## src/rtl/l2_request_ingress_pkg.sv

```systemverilog
// l2_request_ingress_pkg: request packet type, default depth and a power-of-two helper
package l2_request_ingress_pkg;

    localparam int L2I_DEFAULT_DEPTH = 4;

    typedef struct packed {
        logic [2:0]  opcode;
        logic [1:0]  thread;
        logic [31:0] address;
        logic [31:0] data;
    } l2req_packet_t;

    function automatic bit is_pow2(input int n);
        return (n >= 2) && ((n & (n - 1)) == 0);
    endfunction

endpackage

```

## src/rtl/l2_request_ingress_fifo.sv

```systemverilog
// sync_fifo: registered-storage FIFO with full/empty/count, no bypass
module sync_fifo
    import l2_request_ingress_pkg::*;
#(
    parameter int WIDTH = 8,
    parameter int SIZE  = 4
) (
    input  logic                   clk,
    input  logic                   reset,
    input  logic                   wr_en,
    input  logic [WIDTH-1:0]       wr_data,
    input  logic                   rd_en,
    output logic [WIDTH-1:0]       rd_data,
    output logic                   full,
    output logic                   empty,
    output logic [$clog2(SIZE):0]  count
);
    localparam int AW = $clog2(SIZE);
    localparam int CW = AW + 1;

    logic [WIDTH-1:0] mem [SIZE];
    logic [AW-1:0]    wr_ptr;
    logic [AW-1:0]    rd_ptr;

    assign full    = count == CW'(SIZE);
    assign empty   = count == '0;
    assign rd_data = mem[rd_ptr];

    // storage write; contents are don't-care until written, so no reset
    always_ff @(posedge clk) begin
        if (wr_en) mem[wr_ptr] <= wr_data;
    end

    // pointers wrap modulo SIZE; occupancy kept in its own counter
    always_ff @(posedge clk) begin
        if (reset) begin
            wr_ptr <= '0;
            rd_ptr <= '0;
            count  <= '0;
        end else begin
            if (wr_en) wr_ptr <= wr_ptr + AW'(1);
            if (rd_en) rd_ptr <= rd_ptr + AW'(1);
            count <= count + CW'(wr_en) - CW'(rd_en);
        end
    end

    a_count_bound: assert property (@(posedge clk) disable iff (reset) count <= CW'(SIZE));
    a_no_underflow: assert property (@(posedge clk) disable iff (reset) !(rd_en && empty));
    a_size_pow2: assert property (@(posedge clk) is_pow2(SIZE));

endmodule

```

## src/rtl/l2_request_ingress.sv

```systemverilog
// l2_request_ingress: per-core request buffer decoupling the core handshake from L2 backpressure
module l2_request_ingress
    import l2_request_ingress_pkg::*;
#(
    parameter int DEPTH = L2I_DEFAULT_DEPTH
) (
    input  logic                    clk,
    input  logic                    reset,
    input  logic                    core_request_valid,
    input  l2req_packet_t           core_request,
    output logic                    core_ready,
    output logic                    l2i_request_valid,
    output l2req_packet_t           l2i_request,
    input  logic                    l2_ready,
    output logic [$clog2(DEPTH):0]  occupancy,
    output logic                    perf_ingress_stall
);
    localparam int W = $bits(l2req_packet_t);

    logic         full;
    logic         empty;
    logic [W-1:0] rd_data;
    logic         enq;
    logic         deq;

    // ready comes only from registered fullness, gated off while reset is held
    always_comb begin
        core_ready         = !full && !reset;
        l2i_request_valid  = !empty;
        l2i_request        = l2req_packet_t'(rd_data);
        enq                = core_request_valid && core_ready;
        deq                = l2i_request_valid && l2_ready;
        perf_ingress_stall = core_request_valid && !core_ready;
    end

    sync_fifo #(.WIDTH(W), .SIZE(DEPTH)) u_fifo (
        .clk     (clk),
        .reset   (reset),
        .wr_en   (enq),
        .wr_data (core_request),
        .rd_en   (deq),
        .rd_data (rd_data),
        .full    (full),
        .empty   (empty),
        .count   (occupancy)
    );

endmodule

```

## config.mk

```make
export PLATFORM = sky130hd
export DESIGN_NAME = l2_request_ingress
export DESIGN_NICKNAME = d
export VERILOG_FILES = /design/src/rtl/l2_request_ingress_pkg.sv /design/src/rtl/l2_request_ingress_fifo.sv /design/src/rtl/l2_request_ingress.sv
export SDC_FILE = /design/constraint.sdc
export NUM_CORES = 1
export LEC_CHECK = 0
export ABC_CLOCK_PERIOD_IN_PS = 7200
export BUFFER_PORTS_ARGS = -buffer_cell sky130_fd_sc_hd__clkbuf_2
export CORE_MARGIN = 4
export CORE_UTILIZATION = 58
export DETAILED_ROUTE_END_ITERATION = 6
export GPL_ROUTABILITY_DRIVEN = 1
export PLACE_DENSITY = 0.9
export SYNTH_ARGS = -nofsm -noshare
export SYNTH_HDL_FRONTEND = slang
export SYNTH_SLANG_ARGS = --single-unit
```

## constraint.sdc

```tcl
create_clock -name clk -period 7.2 [get_ports clk]
set_clock_uncertainty 0.15 [all_clocks]
set_input_delay 0.72 -clock clk [delete_from_list [all_inputs] [get_ports clk]]
set_output_delay 0.72 -clock clk [all_outputs]
set_load 0.1 [all_outputs]
```

Word level (Yosys, flattened, before mapping)
Memory sizes are Yosys's and may differ from the RTL's. A register that Yosys moved wholly into a read port is not among the register bits. Cells that the tools add are included.

Flip-flop bits (word level): 7. RAM bits: 276. Input bits: 73. Output and inout bits: 75. Word-level logic and storage cells: 22. Memories kept: 1.

$add $sub $neg: 4. Equal/unequal tests: 1. Mux-type cells: 4. Reductions and logical operators: 9.

Memories: u_fifo.mem (depth 4, width 69, read ports 1, clocked after Yosys merged registers in 1, wr ports 1, RTL line l2_request_ingress_fifo.sv:21) `logic [WIDTH-1:0] mem [SIZE];`.

Operators by type and width (number): adder 2 x 1 -> 2 bit, second input constant (2); logical AND 1 bit (4); logical NOT 1 bit (4); two-way mux 2 bit (2); adder 3 x 1 -> 3 bit (1); equality test 3 bit, second input constant (1); logical NOT 3 bit (1); subtractor 3 x 1 -> 3 bit (1); two-way mux 1 bit (2).

Logic depth before layout (Yosys ltp)
Depth in word-level cells: 6. Depth in mapped cells: 9. Depth with buffers taken out: 9.

Cells and area by module
A second synthesis with hierarchy kept.

Cell total of the unflattened synthesis: 408. Area, all modules: 10440.0 um^2.

By module, submodules not included: sync_fifo (instances 1, cells an instance 403, area each 10406.2 um^2, seq. area each 8468.1 um^2); l2_request_ingress (instances 1, cells an instance 5, area each 33.8 um^2, seq. area each 0.0 um^2).

Worst setup path after synthesis
Ideal clock, no wire load.

Kind: register to output. From: register u_fifo.count[1]. To: output port perf_ingress_stall. Arrival time: 3497 ps. Required time: 6330 ps. Path slack: 2833 ps. Cell stages (with the launch flop): 4. Path buffers: 0. Cells stage by stage: dfxtp_1 nor3b_1 nor2_1 nor2b_1.

Longest elaborated chain between the ends: 5.

RTL lines: start, declared (RTL line l2_request_ingress_fifo.sv:16) `output logic [$clog2(SIZE):0] count`; start signal, assigned (RTL line l2_request_ingress_fifo.sv:43) `count <= count + CW'(wr_en) - CW'(rd_en);`; equality test 3 bit (RTL line l2_request_ingress_fifo.sv:25) `assign full = count == CW'(SIZE);`; logical NOT 1 bit (RTL line l2_request_ingress.sv:28) `core_ready = !full && !reset;`; logical AND 1 bit (RTL line l2_request_ingress.sv:28); via core_ready (RTL line l2_request_ingress.sv:11) `output logic core_ready,`; logical NOT 1 bit (RTL line l2_request_ingress.sv:33) `perf_ingress_stall = core_request_valid && !core_ready;`; logical AND 1 bit (RTL line l2_request_ingress.sv:33); end, declared (RTL line l2_request_ingress.sv:16) `output logic perf_ingress_stall`.

The timed path passes the listed nets, and every way through them passes these cells.

==> results.txt <==
CTS tree = done
Nets = 649
Clock Pin Slew Worst Setup and Hold Paths = 0.06 ns
full die area = 20200 um2
area delta synth->final = 16.7%
CP max-delay cell = buf_4
total power density per cell area = 435 nW/um2
worst stage delay on the critical path = 0.73 ns
Setup WS post-layout = 3.30 ns
io pins = 148
VDD IR max = 539 uV
switching portion of total power = 41.3%
Die W = 142 um
#FFs+latches synth = 285
core box area = 17500 um2
placed insts = 765
status = completed
dpl hpwl = 10800 um
Switch Pwr = 2.19 mW
first-pass GRT wire length = 28600 um
Post-CTS Hold Buffers = 0
RSZ-0062 raised after global routing = false
CTS max path bufs = 3
Yosys warning count = 0
Initial Util = 59.7%
Min Hold Slack = 0.275 ns
clock latency at the later pin of the worst-skew pair = 0.51 ns
Final Critical Period = 3.90 ns
Die Y = 142 um
number of global-route vias before repair = 5068
ANT cells = 0
Critical Path RT = 6.33 ns
max-slew violations = 0
number of port buffers = 147
post-CTS setup buffer count = 0
GRT Util Overall = 18.4%
Routed WL = 18200 um
vias per inst = 5.79
P_leak = 4.11 nW
Post-Syn Instances = 409
Worst setup EP type = output port
CTS HTree Levels = 1
Max FO, Critical Path = 41
commonest non-fill, non-tap cells in the layout = edfxtp_1 (276), clkbuf_2 (147), mux4_2 (69), clkbuf_16 (27)
DRT antenna net count = 0
WS Path Type = register to output port
sequence of cells on the critical path = buf_4 > mux4_2 > clkbuf_2
Avg Cell Area, Syn = 25.5 um2
pre-CTS WS = 3.72 ns
post-synthesis sequential area ratio = 81.1%
Std-Cell Rows = 48
largest net degree at the start of global routing = 70
Hold Path Class = input port to register
Clock power frac = 24.6%
Routed WL per cell = 22.4 um
synth unique cells = 25
grt total ovfl = 0
DR vias = 4715
layout cell share with drive strength beyond 1 = 44.5%
Buf+Inv Stages, Crit Path = 2
Non-Filler Instances = 814
CTS sink count = 285
Fin. Hold Viols = 0
fin crit share = 54.2%
Core Util, Final = 69.7%
antenna violations before repair = 1
measured slew at the worst slew-check pin = 1.07 ns
P_int = 3.11 mW
GP Congestion = 0.703
sequential share of power = 38.9%
Worst path top cell family by delay = buffers and inverters
Logic pwr share = 36.4%
setup TNS = 0 ns
Final setup viols = 0
Crit path arrival time = 3.03 ns
reg2reg setup slack = 4.50 ns
type of element launching the critical path = register
number of max-cap violations = 0
initial DRC count = 220
commonest non-fill, non-tap cell in the layout = edfxtp_1
# resized after CTS = 0
DRC = 0
Slew HR = 28.7%
CTS Buf Count = 27
Netlist Area Pre-Place = 10400 um2
Mapped Nets = 489
CTS Root Cell = clkbuf_16
TritonRoute pass-1 iters = 4
fmax = 256 MHz
## cell families after synthesis
family                   after synthesis  share of synthesized area (%)
XOR/XNOR                               3                          0.252
flip-flops                           285                           81.1
adder cells (fa/ha/maj)                7                          0.911
buffers and inverters                 22                           1.43
multiplexers                          71                           15.1
AO/OA/AOI/OAI                          2                          0.168
AND/OR/NAND/NOR                       19                           1.03
## power groups by stage
stage	clock network, mW	logic, mW	registers, mW
4_1_cts	1.34	1.95	2.07
6_report	1.30	1.93	2.06
3_5_place_dp	0	1.94	2.10
5_1_grt	1.41	2.00	2.08
2_1_floorplan	0	1.71	2.07
3_3_place_gp	0	1.92	2.09
## area by class of cell
cell class	instances	area [um2]
clock inverter	13	88.8
multi-input combinational	102	1830
timing repair buffer	148	743
clock buffer	36	739
inverter	5	18.8
tap	225	282
sequential	285	8480
fill	1034	5300
## cells in the mapped netlist
master	n	share of area, %
edfxtp_1	276	79
nor2b_1	2	0.12
and2_1	5	0.30
buf_4	6	0.43
nor3b_2	1	0.12
xnor2_1	1	0.084
mux4_2	69	15
nor3b_1	1	0.072
inv_1	5	0.18
dfxtp_1	9	1.7
mux2i_1	1	0.096
fa_1	1	0.19
buf_6	1	0.11
nand2b_1	1	0.060
nor3_1	1	0.048
xor2_1	2	0.17
buf_12	2	0.38
ha_1	6	0.72
buf_2	3	0.14
mux2_2	1	0.11
o31a_1	1	0.084
nor2_1	7	0.25
or3_1	1	0.060
o311ai_0	1	0.084
clkbuf_1	5	0.18
## path summary, 6_finish.rpt
check                                  end                     startpoint  cells after the start
max reg2reg    u_fifo.mem[0][68]$_DFFE_PP_     u_fifo.count[1]$_SDFF_PP0_                      3
min            u_fifo.mem[0][26]$_DFFE_PP_               core_request[26]                      1
min reg2reg  u_fifo.rd_ptr[1]$_SDFFE_PP0P_  u_fifo.rd_ptr[1]$_SDFFE_PP0P_                      2
max                        l2i_request[35]                       register                      3
## per-layer routing
layer	GRT usage (%)	part of all wire (%)
met4	4.65	1.9
met2	31.3	52
met5	0	0.071
met3	4.50	7.6
met1	24.6	39
## stage by stage
| step | power (mW) | cell area (um2) |
|---|---|---|
| global route | 5.49 | 12200 |
| global placement | 4.01 | 11400 |
| finish | 5.29 | 12200 |
| CTS | 5.35 | 12200 |
| detailed placement | 4.04 | 11400 |
| floorplan | 3.78 | 10400 |
## flip-flops by register name, summed over array words and instances (netlist names), named ones only
signal / flops
u_fifo.count: 3
u_fifo.rd_ptr: 2
u_fifo.wr_ptr: 2
u_fifo.mem: 276
No activity file was read; power rests on OpenSTA's default activity.
